## config.mk

```make
export PLATFORM = sky130hd
export DESIGN_NAME = stage_if_mt
export DESIGN_NICKNAME = d
export VERILOG_FILES = /design/src/rtl/stage_if_mt.sv
export SDC_FILE = /design/constraint.sdc
export NUM_CORES = 1
export LEC_CHECK = 0
export ABC_CLOCK_PERIOD_IN_PS = 2300
export CORE_MARGIN = 1
export CORE_UTILIZATION = 45
export DETAILED_ROUTE_END_ITERATION = 6
export PLACE_DENSITY = 0.74
export SETUP_SLACK_MARGIN = 0.5
export SYNTH_ARGS = -nofsm -noshare
export SYNTH_HDL_FRONTEND = slang
export SYNTH_SLANG_ARGS = --single-unit
export TNS_END_PERCENT = 1
```

## constraint.sdc

```tcl
create_clock -name clk -period 2.3 [get_ports clk]
set_clock_uncertainty 0.1 [all_clocks]
set_input_delay 0.345 -clock clk [delete_from_list [all_inputs] [get_ports clk]]
set_output_delay 0.345 -clock clk [all_outputs]
set_load 0.02 [all_outputs]
```

## src/rtl/stage_if_mt.sv

```systemverilog
// Multithreaded instruction-fetch controller: round-robin thread pick, external
// I-TLB/I-cache lookup, IF/ID latch, per-thread miss sleep with merged line fills.
module stage_if_mt #(
   parameter int N_THREADS  = 4,
   parameter int VADDR_W    = 32,
   parameter int PADDR_W    = 32,
   parameter int WORD_W     = 32,
   parameter int LINE_BYTES = 16
) (
   input  logic                           clk,
   input  logic                           rst,
   input  logic [N_THREADS*VADDR_W-1:0]   pc_flat,
   input  logic [N_THREADS-1:0]           thread_en,
   output logic                           lkp_valid,
   output logic [$clog2(N_THREADS)-1:0]   lkp_thread,
   output logic [VADDR_W-1:0]             lkp_vaddr,
   input  logic                           lkp_itlb_miss,
   input  logic                           lkp_icache_miss,
   input  logic [PADDR_W-1:0]             lkp_paddr,
   input  logic [WORD_W-1:0]              lkp_data,
   output logic                           id_valid,
   input  logic                           id_ready,
   output logic [VADDR_W-1:0]             id_pc,
   output logic [WORD_W-1:0]              id_instruction,
   output logic [$clog2(N_THREADS)-1:0]   id_thread,
   output logic                           id_itlb_miss,
   output logic                           mem_req_valid,
   output logic [PADDR_W-1:0]             mem_req_addr,
   input  logic                           mem_req_ready,
   input  logic                           mem_rec_en,
   input  logic [PADDR_W-1:0]             mem_rec_addr,
   output logic [N_THREADS-1:0]           waiting
);

   localparam int TW    = $clog2(N_THREADS);
   localparam int LOFF  = $clog2(LINE_BYTES);
   localparam int TAG_W = PADDR_W - LOFF;

   logic [N_THREADS-1:0] waiting_q, waiting_d;
   logic [TW-1:0]        rr_last_q, rr_last_d;
   logic                 id_valid_q, id_valid_d;
   logic [VADDR_W-1:0]   id_pc_q, id_pc_d;
   logic [WORD_W-1:0]    id_instruction_q, id_instruction_d;
   logic [TW-1:0]        id_thread_q, id_thread_d;
   logic                 id_itlb_miss_q, id_itlb_miss_d;
   logic [TAG_W-1:0]     tag_q [N_THREADS];
   logic [TAG_W-1:0]     tag_d [N_THREADS];
   logic [TAG_W-1:0]     fifo_q [N_THREADS];
   logic [TAG_W-1:0]     fifo_d [N_THREADS];
   logic [N_THREADS-1:0] fifo_vld_q, fifo_vld_d;
   logic [TW-1:0]        wr_ptr_q, wr_ptr_d;
   logic [TW-1:0]        rd_ptr_q, rd_ptr_d;
   logic                 outstanding_q, outstanding_d;
   logic [TAG_W-1:0]     out_tag_q, out_tag_d;

   logic [N_THREADS-1:0] elig;
   logic                 advance;
   logic                 lkp_fire;
   logic                 sel_found;
   logic [TW-1:0]        sel;
   logic [VADDR_W-1:0]   pc_arr [N_THREADS];
   logic [TAG_W-1:0]     lkp_tag;
   logic [TAG_W-1:0]     rec_tag;
   logic                 refill_hit;
   logic                 req_fire;
   logic                 tag_pending;

   function automatic logic [TW-1:0] ptr_inc(input logic [TW-1:0] p);
      return (p == TW'(N_THREADS - 1)) ? '0 : p + 1'b1;
   endfunction

   always_comb begin
      for (int t = 0; t < N_THREADS; t++) begin
         pc_arr[t] = pc_flat[t*VADDR_W +: VADDR_W];
      end
   end

   // First eligible thread after rr_last, wrapping modulo N_THREADS.
   always_comb begin : sel_blk
      int          idx;
      logic [TW-1:0] cand;
      sel       = '0;
      sel_found = 1'b0;
      idx       = 0;
      cand      = '0;
      for (int i = 1; i <= N_THREADS; i++) begin
         idx = int'(rr_last_q) + i;
         if (idx >= N_THREADS) idx = idx - N_THREADS;
         cand = TW'(idx);
         if (!sel_found && elig[cand]) begin
            sel_found = 1'b1;
            sel       = cand;
         end
      end
   end

   always_comb begin
      elig          = thread_en & ~waiting_q;
      advance       = !id_valid_q || id_ready;
      lkp_fire      = !rst && advance && sel_found;
      lkp_tag       = TAG_W'(lkp_paddr >> LOFF);
      rec_tag       = TAG_W'(mem_rec_addr >> LOFF);
      refill_hit    = mem_rec_en && outstanding_q && (rec_tag == out_tag_q);
      mem_req_valid = !outstanding_q && (|fifo_vld_q);
      req_fire      = mem_req_valid && mem_req_ready;
      tag_pending   = outstanding_q && (out_tag_q == lkp_tag);
      for (int i = 0; i < N_THREADS; i++) begin
         if (fifo_vld_q[i] && (fifo_q[i] == lkp_tag)) tag_pending = 1'b1;
      end
   end

   always_comb begin
      waiting_d        = waiting_q;
      rr_last_d        = rr_last_q;
      id_valid_d       = id_valid_q;
      id_pc_d          = id_pc_q;
      id_instruction_d = id_instruction_q;
      id_thread_d      = id_thread_q;
      id_itlb_miss_d   = id_itlb_miss_q;
      tag_d            = tag_q;
      fifo_d           = fifo_q;
      fifo_vld_d       = fifo_vld_q;
      wr_ptr_d         = wr_ptr_q;
      rd_ptr_d         = rd_ptr_q;
      outstanding_d    = outstanding_q;
      out_tag_d        = out_tag_q;

      if (lkp_fire) rr_last_d = sel;

      // Refill wakes every sleeper on the returned line at once.
      if (refill_hit) begin
         outstanding_d = 1'b0;
         for (int t = 0; t < N_THREADS; t++) begin
            if (waiting_q[t] && (tag_q[t] == out_tag_q)) waiting_d[t] = 1'b0;
         end
      end

      if (req_fire) begin
         fifo_vld_d[rd_ptr_q] = 1'b0;
         rd_ptr_d             = ptr_inc(rd_ptr_q);
         outstanding_d        = 1'b1;
         out_tag_d            = fifo_q[rd_ptr_q];
      end

      if (advance) begin
         id_valid_d = 1'b0;
         if (lkp_fire) begin
            if (lkp_itlb_miss) begin
               id_valid_d       = 1'b1;
               id_pc_d          = pc_arr[sel];
               id_instruction_d = '0;
               id_thread_d      = sel;
               id_itlb_miss_d   = 1'b1;
            end else if (!lkp_icache_miss) begin
               id_valid_d       = 1'b1;
               id_pc_d          = pc_arr[sel];
               id_instruction_d = lkp_data;
               id_thread_d      = sel;
               id_itlb_miss_d   = 1'b0;
            end else begin
               tag_d[sel] = lkp_tag;
               // A line landing this very cycle lets the thread just retry.
               if (!(mem_rec_en && (rec_tag == lkp_tag))) begin
                  waiting_d[sel] = 1'b1;
                  if (!tag_pending) begin
                     fifo_vld_d[wr_ptr_q] = 1'b1;
                     fifo_d[wr_ptr_q]     = lkp_tag;
                     wr_ptr_d             = ptr_inc(wr_ptr_q);
                  end
               end
            end
         end
      end
   end

   always_ff @(posedge clk) begin
      if (rst) begin
         waiting_q        <= '0;
         rr_last_q        <= TW'(N_THREADS - 1);
         id_valid_q       <= 1'b0;
         id_pc_q          <= '0;
         id_instruction_q <= '0;
         id_thread_q      <= '0;
         id_itlb_miss_q   <= 1'b0;
         fifo_vld_q       <= '0;
         wr_ptr_q         <= '0;
         rd_ptr_q         <= '0;
         outstanding_q    <= 1'b0;
         out_tag_q        <= '0;
         for (int t = 0; t < N_THREADS; t++) begin
            tag_q[t]  <= '0;
            fifo_q[t] <= '0;
         end
      end else begin
         waiting_q        <= waiting_d;
         rr_last_q        <= rr_last_d;
         id_valid_q       <= id_valid_d;
         id_pc_q          <= id_pc_d;
         id_instruction_q <= id_instruction_d;
         id_thread_q      <= id_thread_d;
         id_itlb_miss_q   <= id_itlb_miss_d;
         fifo_vld_q       <= fifo_vld_d;
         wr_ptr_q         <= wr_ptr_d;
         rd_ptr_q         <= rd_ptr_d;
         outstanding_q    <= outstanding_d;
         out_tag_q        <= out_tag_d;
         for (int t = 0; t < N_THREADS; t++) begin
            tag_q[t]  <= tag_d[t];
            fifo_q[t] <= fifo_d[t];
         end
      end
   end

   assign lkp_valid      = lkp_fire;
   assign lkp_thread     = lkp_fire ? sel : '0;
   assign lkp_vaddr      = lkp_fire ? pc_arr[sel] : '0;
   assign id_valid       = id_valid_q;
   assign id_pc          = id_pc_q;
   assign id_instruction = id_instruction_q;
   assign id_thread      = id_thread_q;
   assign id_itlb_miss   = id_itlb_miss_q;
   assign mem_req_addr   = mem_req_valid ? {fifo_q[rd_ptr_q], {LOFF{1'b0}}} : '0;
   assign waiting        = waiting_q;

endmodule
```

==> results of run 1 <==
==> Yosys cell counts, types with 4 or more instances <==
library cell,instances
dfxtp_1,335
nand2_1,327
xnor2_1,248
a21oi_1,197
mux2i_1,144
nand2b_1,116
clkbuf_1,71
nand4_1,67
xor2_1,59
buf_2,57
nor2_1,49
buf_4,42
a211o_1,33
a211oi_1,33
and3_1,33
inv_1,33
nor3b_1,32
nor4_1,31
a2111oi_2,30
and2_1,29
mux4_2,28
a21oi_2,21
buf_6,18
nand2_2,11
ha_1,8
nand3_1,7
buf_8,5
o21ai_0,5
a21boi_0,4
nor2b_1,4
==> final cells by class <==
cell class	instances	area share [%]
Antenna cell	4	0.0348
Clock buffer	57	4.05
Clock inverter	13	0.496
Inverter	33	0.431
Multi-Input combinational cell	1555	44.6
Sequential cell	335	23.4
Tap cell	532	2.31
Timing Repair Buffer	694	24.6
==> report_power, final <==
part           internal [mW]  switching, mW
sequential              6.00          0.147
combinational           2.64           2.78
clock                   3.75           2.65
==> metrics by stage <==
step / instances / cell area [sq um]
after global routing: 3221 / 28700
after floorplan: 2117 / 19700
after CTS: 3207 / 27500
after detailed placement: 3124 / 25800
final: 3223 / 28800
after global placement: 3124 / 25800
==> path summary, 6_finish.rpt <==
kind                  from            end  slack, ns  cells after the start
max             waiting[1]  lkp_vaddr[12]      -0.71                      8
min          lkp_paddr[25]     tag_q[105]       0.17                      4
max reg2reg     waiting[1]      id_pc[17]      -0.11                      8
min reg2reg      id_pc[20]      id_pc[20]       0.35                      2
==> registers in the layout, indices dropped and copies added (netlist names) <==
| name | cells |
|---|---|
| rr_last_q | 2 |
| id_valid | 1 |
| rd_ptr_q | 2 |
| fifo_q | 112 |
| outstanding_q | 1 |
| id_instruction | 32 |
| id_pc | 32 |
| id_thread | 2 |
| fifo_vld_q | 4 |
| out_tag_q | 28 |
| waiting | 4 |
| wr_ptr_q | 2 |
| id_itlb_miss | 1 |
| tag_q | 112 |
==> cells in the final DEF (no fill, tap or decap), types with 8 or more instances in the layout <==
cell | netlist | routed
nand4_1 | 67 | 67
mux2i_1 | 144 | 118
and2_1 | 29 | 13
buf_2 | 57 | 16
nand2_1 | 327 | 321
ha_1 | 8 | 8
clkbuf_16 | 0 | 40
buf_12 | 0 | 65
xnor2_1 | 248 | 222
nor4_1 | 31 | 15
buf_6 | 18 | 79
dfxtp_1 | 335 | 314
xnor2_2 | 0 | 24
nor3b_2 | 0 | 21
nor4_2 | 2 | 13
mux2i_4 | 0 | 9
nand2b_1 | 116 | 116
clkbuf_8 | 0 | 12
a21oi_1 | 197 | 182
nor2_1 | 49 | 45
dlymetal6s2s_1 | 0 | 15
nand2_2 | 11 | 14
a211oi_4 | 0 | 32
dlygate4sd2_1 | 0 | 67
nor3b_4 | 0 | 10
and3_1 | 33 | 26
and2_4 | 1 | 18
inv_1 | 33 | 32
dfxtp_2 | 0 | 19
a21oi_2 | 21 | 36
mux4_2 | 28 | 28
xor2_1 | 59 | 59
a211o_1 | 33 | 32
mux2i_2 | 0 | 17
a2111oi_4 | 0 | 29
clkdlybuf4s50_1 | 0 | 209
buf_4 | 42 | 225
==> logic make-up after synthesis <==
family,share of synthesized area (%)
xor gates and xnor gates,14.2
DFF,35.3
AOI/OAI and AO/OA,12.8
adders and majority gates,0.527
other,0.0197
muxes,11.0
and+or+nand+nor,19.5
buffers and inverters,6.72
==> layer usage <==
layer  share of wire, %  vias up  track usage (%)  wire [microns]
met5              0.029        -                0              22
met4                5.3        4             16.4            4040
met3                8.7      281             5.90            6660
met2                 47      970             54.8           35600
met1                 39     9056             43.2           29900
li1                   -     8293                -               -
==> critical path: stages (launching register included) <==
cell and delay (ns):
dfxtp_4 0.35, nand2b_4 0.15, o32a_4 0.40, and2_4 0.20
buf_4 0.16, buf_4 0.15, mux2i_2 0.17, a211oi_4 0.26
buf_6 0.16
==> repair_timing <==
item,in CTS,in global routing
setup endpoints to repair,471,402
gates cloned,2,1
gates resized for setup,460,227
endpoints found under the hold margin,0,0
buffers inserted,11,11
pin swaps,73,83
==> results.cfg, run 1 <==
[outcome]
status = finished with violations
violations = negative setup slack

[setup_path]
path_class = register to output port
cp_max_fo = 6
arrival_ns = 2.57
critPathRequiredTime_ns = 1.86
startpoint_type = register
crit_path_end_kind = output port

[route]
drc = 0
wl_microns = 76200
drtPass1Iterations = 5
vias = 18600
ant_nets = 0
drtIter0Drc = 1870
wl_per_cell_microns = 23.6
avgViaCountPerCell = 5.77

[floorplan]
dieWidth_microns = 207
start_util_pct = 46.1
rows = 74
io_pins = 375
die_area_sq_um = 43000
core_area_sq_um = 41200
die_h_microns = 207

[layout]
fillers = 2938
drive_above_1_share_pct = 29.4
layout.nets = 2901
syn2layout_area_growth_pct = 51.3
regArea_sq_um = 6740
multi_input_area_sq_um = 12800
post-route-util_pct = 69.8

[power_and_ir_drop]
ir_drop_mv = 0.497
powerDensity_nw_per_um2 = 625
p_leak_nw = 11.7
total_power_mw = 18.0

[sta]
fin_ws_ns = -0.714
min_period_over_period_pct = 131
period_needed_ns = 3.01
rsz0062_at_grt = true
hold_ws_ns = 0.172
setup_total_negative_slack_ns = -30.75
finalSetupViolCount = 167
hold_viol_final = 0
max_slew_margin_pct = 22.6
maxSlewViolCount = 0
worst_pin_slew_ns = 1.16
max_freq_mhz = 332

[place]
gp_congestion = 0.959
dp_hpwl_microns = 54500
numPortBuffers = 362
pre_cts_slack_ns = -1.23

[synth]
synth.ff_latch_count = 335
netlist-cell-type-count = 55
synthTopCellsByArea = dfxtp_1, xnor2_1, mux2i_1
syn_inst = 2114
syn_area_sq_um = 19000
synth_ff_type = dfxtp_1
synth_edf_count = 0
synth_top_area_share_pct = 35.3
ys_seq_area_share_pct = 35.3
synth_area_leader_cell = dfxtp_1
synth_async_sr_flop_share_pct = 0
synth_warnings = 0
avgSynthCellArea_sq_um = 8.99

[clock_tree]
tritoncts = yes
htreeDepth = 2
clk_pin_slew_ns = 0.06
cts.sink_count = 335
cts_inserted_buffers = 39
clk_latency_ns = 0.58
clockBufferDepth = 3
cts_hold_buf = 0
root_buffer = clkbuf_16

[grt]
grt_pass1_wl_microns = 112000
antenna_found_initial = 5
grt_pass1_vias = 18400
grt.total_usage_pct = 33.7
grt_remaining_overflow = 0
grt_max_degree = 266

[flow_run]
maxCapViolCount = 0

[worst_hold_path]
hold_class = primary input to register
No activity file was read; power rests on OpenSTA's default activity.
==> run 2: changes to the inputs <==
- ABC_CLOCK_PERIOD_IN_PS: 2300 -> 3600
- GPL_ROUTABILITY_DRIVEN: default -> 0
- clock period: 2.3 -> 3.6 ns (I/O delays scaled with it)
==> run 2 against run 1 <==
Compared with the run above: the run now ends clean; hold slack improved by 0.18 ns; register-to-register slack improved by 1.1 ns; flip-flop and latch count unchanged.
==> results.cfg, run 2 (synthesis results as in run 1) <==
[sta]
min_period_over_period_pct = 88.5
fin_ws_ns = 0.414
max_freq_mhz = 314
period_needed_ns = 3.19
finalSetupViolCount = 0
hold_viol_final = 0
maxSlewViolCount = 0
max_slew_margin_pct = 27.6
worst_pin_slew_ns = 1.09
rsz0062_at_grt = true
setup_total_negative_slack_ns = 0

[floorplan]
rows = 74
start_util_pct = 46.1
die_h_microns = 207
core_area_sq_um = 41200
dieWidth_microns = 207
io_pins = 375
die_area_sq_um = 43000

[layout]
instances_no_fill = 3069
layout.nets = 2751
fin_area_sq_um = 25600
syn2layout_area_growth_pct = 34.7
final_common_cell = dfxtp_1
post-route-util_pct = 62.1
reg_top3 = fifo_q x112, tag_q x112
final_cell_mix = dfxtp_1, nand2_1, clkdlybuf4s50_1
drive_above_1_share_pct = 16.6

[setup_path]
reg2regPathDepth = 7
worstReg2RegStart = out_tag_q[18]
critPathRequiredTime_ns = 2.96
cp_max_fo = 6
path_class = primary input to output port
cpPeakStageDelay_ns = 0.48
path_buf_inv = 3
arrival_ns = 2.55
ff2ff_setup_slack_ns = 0.94
path_cells = clkdlybuf4s50_1 > nor2b_4 > o32a_4 > and2_4 > buf_4 > mux2i_1 > a211oi_1 > buf_2
rr_endpoint = fifo_q[74]
cpMaxStageDelayCell = clkdlybuf4s50_1
path_delay_family = buffers and inverters
startpoint_type = primary input
crit_path_end_kind = output port

[route]
drtIter0Drc = 1646
vias = 17500
drc = 0
avgViaCountPerCell = 5.71
drtPass1Iterations = 7
wl_microns = 69600
ant_nets = 0
wl_per_cell_microns = 22.7

[power_and_ir_drop]
ir_drop_mv = 0.344
p_comb_share_pct = 25.6
switchingPower_mw = 3.23
p_leak_nw = 9.96
powerDensity_nw_per_um2 = 426
clockPowerShare_pct = 38.3
switching_share_pct = 29.6
internal-power_mw = 7.67
p_seq_share_pct = 36.1

[clock_tree]
htreeDepth = 2
clockBufferDepth = 3
clk_latency_ns = 0.58
cts_inserted_buffers = 39
tritoncts = yes
clk_pin_slew_ns = 0.06
cts.sink_count = 335
root_buffer = clkbuf_16

[outcome]
status = completed

[worst_hold_path]
hold_start = id_pc[5]
min_to = id_pc[5]
hold_class = register to register
hold_depth = 2

[grt]
grt_pass1_vias = 17400
grt.total_usage_pct = 31.4
grt_remaining_overflow = 0
grt_max_degree = 223
grt_pass1_wl_microns = 104000
antenna_found_initial = 2

[place]
pre_cts_slack_ns = -0.202
numPortBuffers = 362
dpl_cell_area_sq_um = 23700
placed_cells = 2981
dp_hpwl_microns = 50300

[flow_run]
maxCapViolCount = 0
## run 2: worst max-delay path by stage
stage	slack, ns	cells after the start	endpoint	start
finish	0.41	8	lkp_vaddr[13]	thread_en[2]
global route	0.36	8	lkp_vaddr[17]	thread_en[2]
CTS	0.38	10	lkp_vaddr[8]	thread_en[0]
detailed placement	-0.20	8	lkp_vaddr[26]	thread_en[2]
global placement	-0.21	8	lkp_vaddr[8]	thread_en[2]
floorplan	0.68	7	lkp_vaddr[21]	thread_en[2]
## run 2: final cells by class
class	count	area [sq um]
inverter	33	124
tap	532	666
multi-input combinational	1555	11500
clock buffer	54	1130
clock inverter	14	209
timing repair buffer	544	5190
sequential	335	6710
fill	3391	15600
antenna	2	5.00
## run 2: what timing repair did
| item | in CTS | in global routing |
|---|---|---|
| pin swaps | 13 | 18 |
| gates cloned | 1 | 1 |
| hold buffers | 0 | 0 |
| resized for setup | 210 | 21 |
| endpoints found under the hold margin | 0 | 0 |
| endpoints found under the setup margin | 58 | 59 |
| buffers inserted | 13 | 3 |
## run 2: metal layers
metal / track usage (%) / routed length, microns
met5: 0 / 0
met4: 16.8 / 3540
met3: 6.61 / 6090
met2: 51.2 / 32500
met1: 38.9 / 27400
## run 2: worst register-to-register path, stage by stage, from the launching register on
cell	delay, ns
dfxtp_1	0.73
xnor2_1	0.20
nand4_1	0.15
nor4_1	0.45
a22oi_2	0.19
nand4_1	0.28
buf_12	0.24
mux2i_1	0.25
## run 2: power by group through the flow
stage	registers [mW]	clock network, mW	logic [mW]
after floorplan	4.05	0	1.29
after global placement	4.00	0	2.51
after detailed placement	4.01	0	2.55
after CTS	3.93	4.23	2.71
after global routing	3.94	4.39	2.92
final	3.93	4.17	2.79
## run 2: through the flow
step           hold WS [ns]  total power [mW]
3_3_place_gp          0.343              6.51
2_1_floorplan         0.348              5.34
4_1_cts               0.354              10.9
3_5_place_dp          0.346              6.56
6_report              0.353              10.9
5_1_grt               0.365              11.3
==> RTL change: new RTL, flow settings as in run 1 <==
Take the reset off `id_instruction_q` and `out_tag_q` and load them in a clocked block of their own.
--- a/src/rtl/stage_if_mt.sv
+++ b/src/rtl/stage_if_mt.sv
@@ -181,3 +181,2 @@
          id_pc_q          <= '0;
-         id_instruction_q <= '0;
          id_thread_q      <= '0;
@@ -188,3 +187,2 @@
          outstanding_q    <= 1'b0;
-         out_tag_q        <= '0;
          for (int t = 0; t < N_THREADS; t++) begin
@@ -198,3 +196,2 @@
          id_pc_q          <= id_pc_d;
-         id_instruction_q <= id_instruction_d;
          id_thread_q      <= id_thread_d;
@@ -205,3 +202,2 @@
          outstanding_q    <= outstanding_d;
-         out_tag_q        <= out_tag_d;
          for (int t = 0; t < N_THREADS; t++) begin
@@ -211,2 +207,7 @@
       end
+   end
+
+   always_ff @(posedge clk) begin
+      id_instruction_q <= id_instruction_d;
+      out_tag_q        <= out_tag_d;
    end
Check against the original RTL: not settled (the Yosys comparison gave no result); the edit may change what the design does.
==> RTL change against run 1 <==
  * The flow finishes with violations (design-rule violations, negative setup slack)
  * Total power decreased by 8.4%
  * Clock power decreased by 3.1%
  * Cell area shrank 9.6%
  * Synthesized area shrank 4.1%
  * Final cell count fell by 3.3%
  * Wire length fell by 5.7%
  * Highest routed layer unchanged
  * Sequential cell count did not move
  * Setup slack worse by 0.052 ns
  * Critical path type unchanged
  * Via count fell by 4.8%
==> RTL change: results (changes against run 1) <==
The flow ran to the end, but the final reports show violations. The checks that failed: design-rule violations, negative setup slack. The remaining max-slew budget at the tightest pin came to 0.352 (+0.125).

The number of nets in the finished design came to 2803 (-3.4%). After synthesis, the most frequently instantiated cells are sky130_fd_sc_hd__nand2_1, sky130_fd_sc_hd__xnor2_1, sky130_fd_sc_hd__dfxtp_1. The routed length per placed instance came out at 23.1 microns (-2.5%). The via count is 17700 (-4.8%). The layout overhead on the synthesized area came out at 42.6%. The number of ordinary and repair buffers in the finished layout came out at 668 (-3.7%). The maximum number of pins on one net before global-route repair came out at 161 (-39%). The number of unique standard cell types used by synthesis was 48 (-13%). The number of multi-input combinational cells in the layout is 1504 (-3.3%). The global-route usage over all layers came out at 0.333 (-0.00368). The number of non-clock inverters in the layout was 13 (-61%). The arrival time at the worst endpoint is 2.62 ns (+0.05 ns).

The share of the final layout cell area in sequential cells came out at 0.282 (+0.0474). The post-synthesis average cell area came out at 8.82 sq um (-1.9%). The number of cells after detailed placement was 3035 (-2.8%). The final worst-path setup slack is -0.766 ns (-0.0519 ns).

The number of remaining DRC errors came out at 4 (+4). The first-pass GRT wire length was 105 mm (-6.6%). The clock tree cell share of total cell area came out at 0.0481 (+0.00263). The fraction of area in non-clock buffers came out at 0.246 (-0.000412).

The number of detailed-route iterations in the first pass came to 7 (+2). The clock latency at the later pin of the worst-skew pair was 0.53 ns (-0.05 ns). The total of fill cells in the finished design came out at 3281 (+12%). The total setup violations reported at the end of the flow was 238 (+43%).

The half-perimeter wire length after detailed placement came out at 52.5 mm (-3.7%). The sequential share of the synthesized area is 0.401 (+0.0481). The count of clock-net buffers in the final layout was 53 (-7.0%). The largest vdd supply drop came out at 0.379 mV (-24%).

The fraction of layout instances using a drive strength above 1 came out at 0.242 (-0.0517). The cell-internal power came out at 11.8 mW (-4.9%). The flip-flop and latch power is 6.28 mW (+2%).

The number of DRC markers after the initial detailed-route iteration was 1854 (-0.86%). The via count of the first global-routing pass is 17100 (-7.0%). The number of synthesized flops with an enable pin came out at 60 (+60).

The number of antenna violations at the first check in global routing came out at 6 (+1). The number of buffers inserted during clock tree synthesis is 38 (-2.6%). The top fanout value on the critical path came out at 8 (+2).
[RTL change: kinds of logic after synthesis]
logic type | count (synthesis) | synth area share
and+or+nand+nor | 663 | 0.179
AOI/OAI and AO/OA | 398 | 0.116
DFF | 335 | 0.401
xor gates and xnor gates | 307 | 0.148
buffers and inverters | 230 | 0.0631
muxes | 124 | 0.0874
adders and majority gates | 8 | 0.00549
other | 1 | 0.000206
[RTL change: path summary, 6_finish.rpt]
path	startpoint	endpoint	slack, ns	cells past startpoint
worst min-delay path	lkp_paddr[17]	fifo_q[13]$_SDFFE_PP0P_	0.20	4
worst max-delay path	waiting[3]$_SDFF_PP0_	lkp_vaddr[18]	-0.77	9
worst min register to register	id_pc[7]$_SDFFE_PP0P_	id_pc[7]$_SDFFE_PP0P_	0.35	2
worst max register to register	waiting[1]$_SDFF_PP0_	fifo_q[92]$_SDFFE_PP0P_	-0.29	8
[RTL change: repair_timing]
action	CTS	global route
gates resized for setup	453	125
setup buffers	0	6
pin swaps	38	31
endpoints found under the setup margin	469	399
gates cloned	0	4
[RTL change: stage by stage]
step | setup WS, ns | total power, mW | utilization
6_report | -0.766 | 16.4 | 0.652
5_1_grt | -0.869 | 16.9 | 0.652
4_1_cts | -0.782 | 16.2 | 0.641
3_5_place_dp | -1.05 | 10.1 | 0.608
3_3_place_gp | -1.02 | 10.1 | 0.608
2_1_floorplan | 0.0630 | 8.28 | -
[RTL change: layer usage]
| metal | GRT usage | vias up | routed length, microns |
|---|---|---|---|
| met1 | 0.435 | 8539 | 28300 |
| met4 | 0.147 | 8 | 3520 |
| li1 | - | 8035 | - |
| met5 | 0 | - | 42 |
| met2 | 0.541 | 926 | 33600 |
| met3 | 0.0580 | 209 | 6410 |
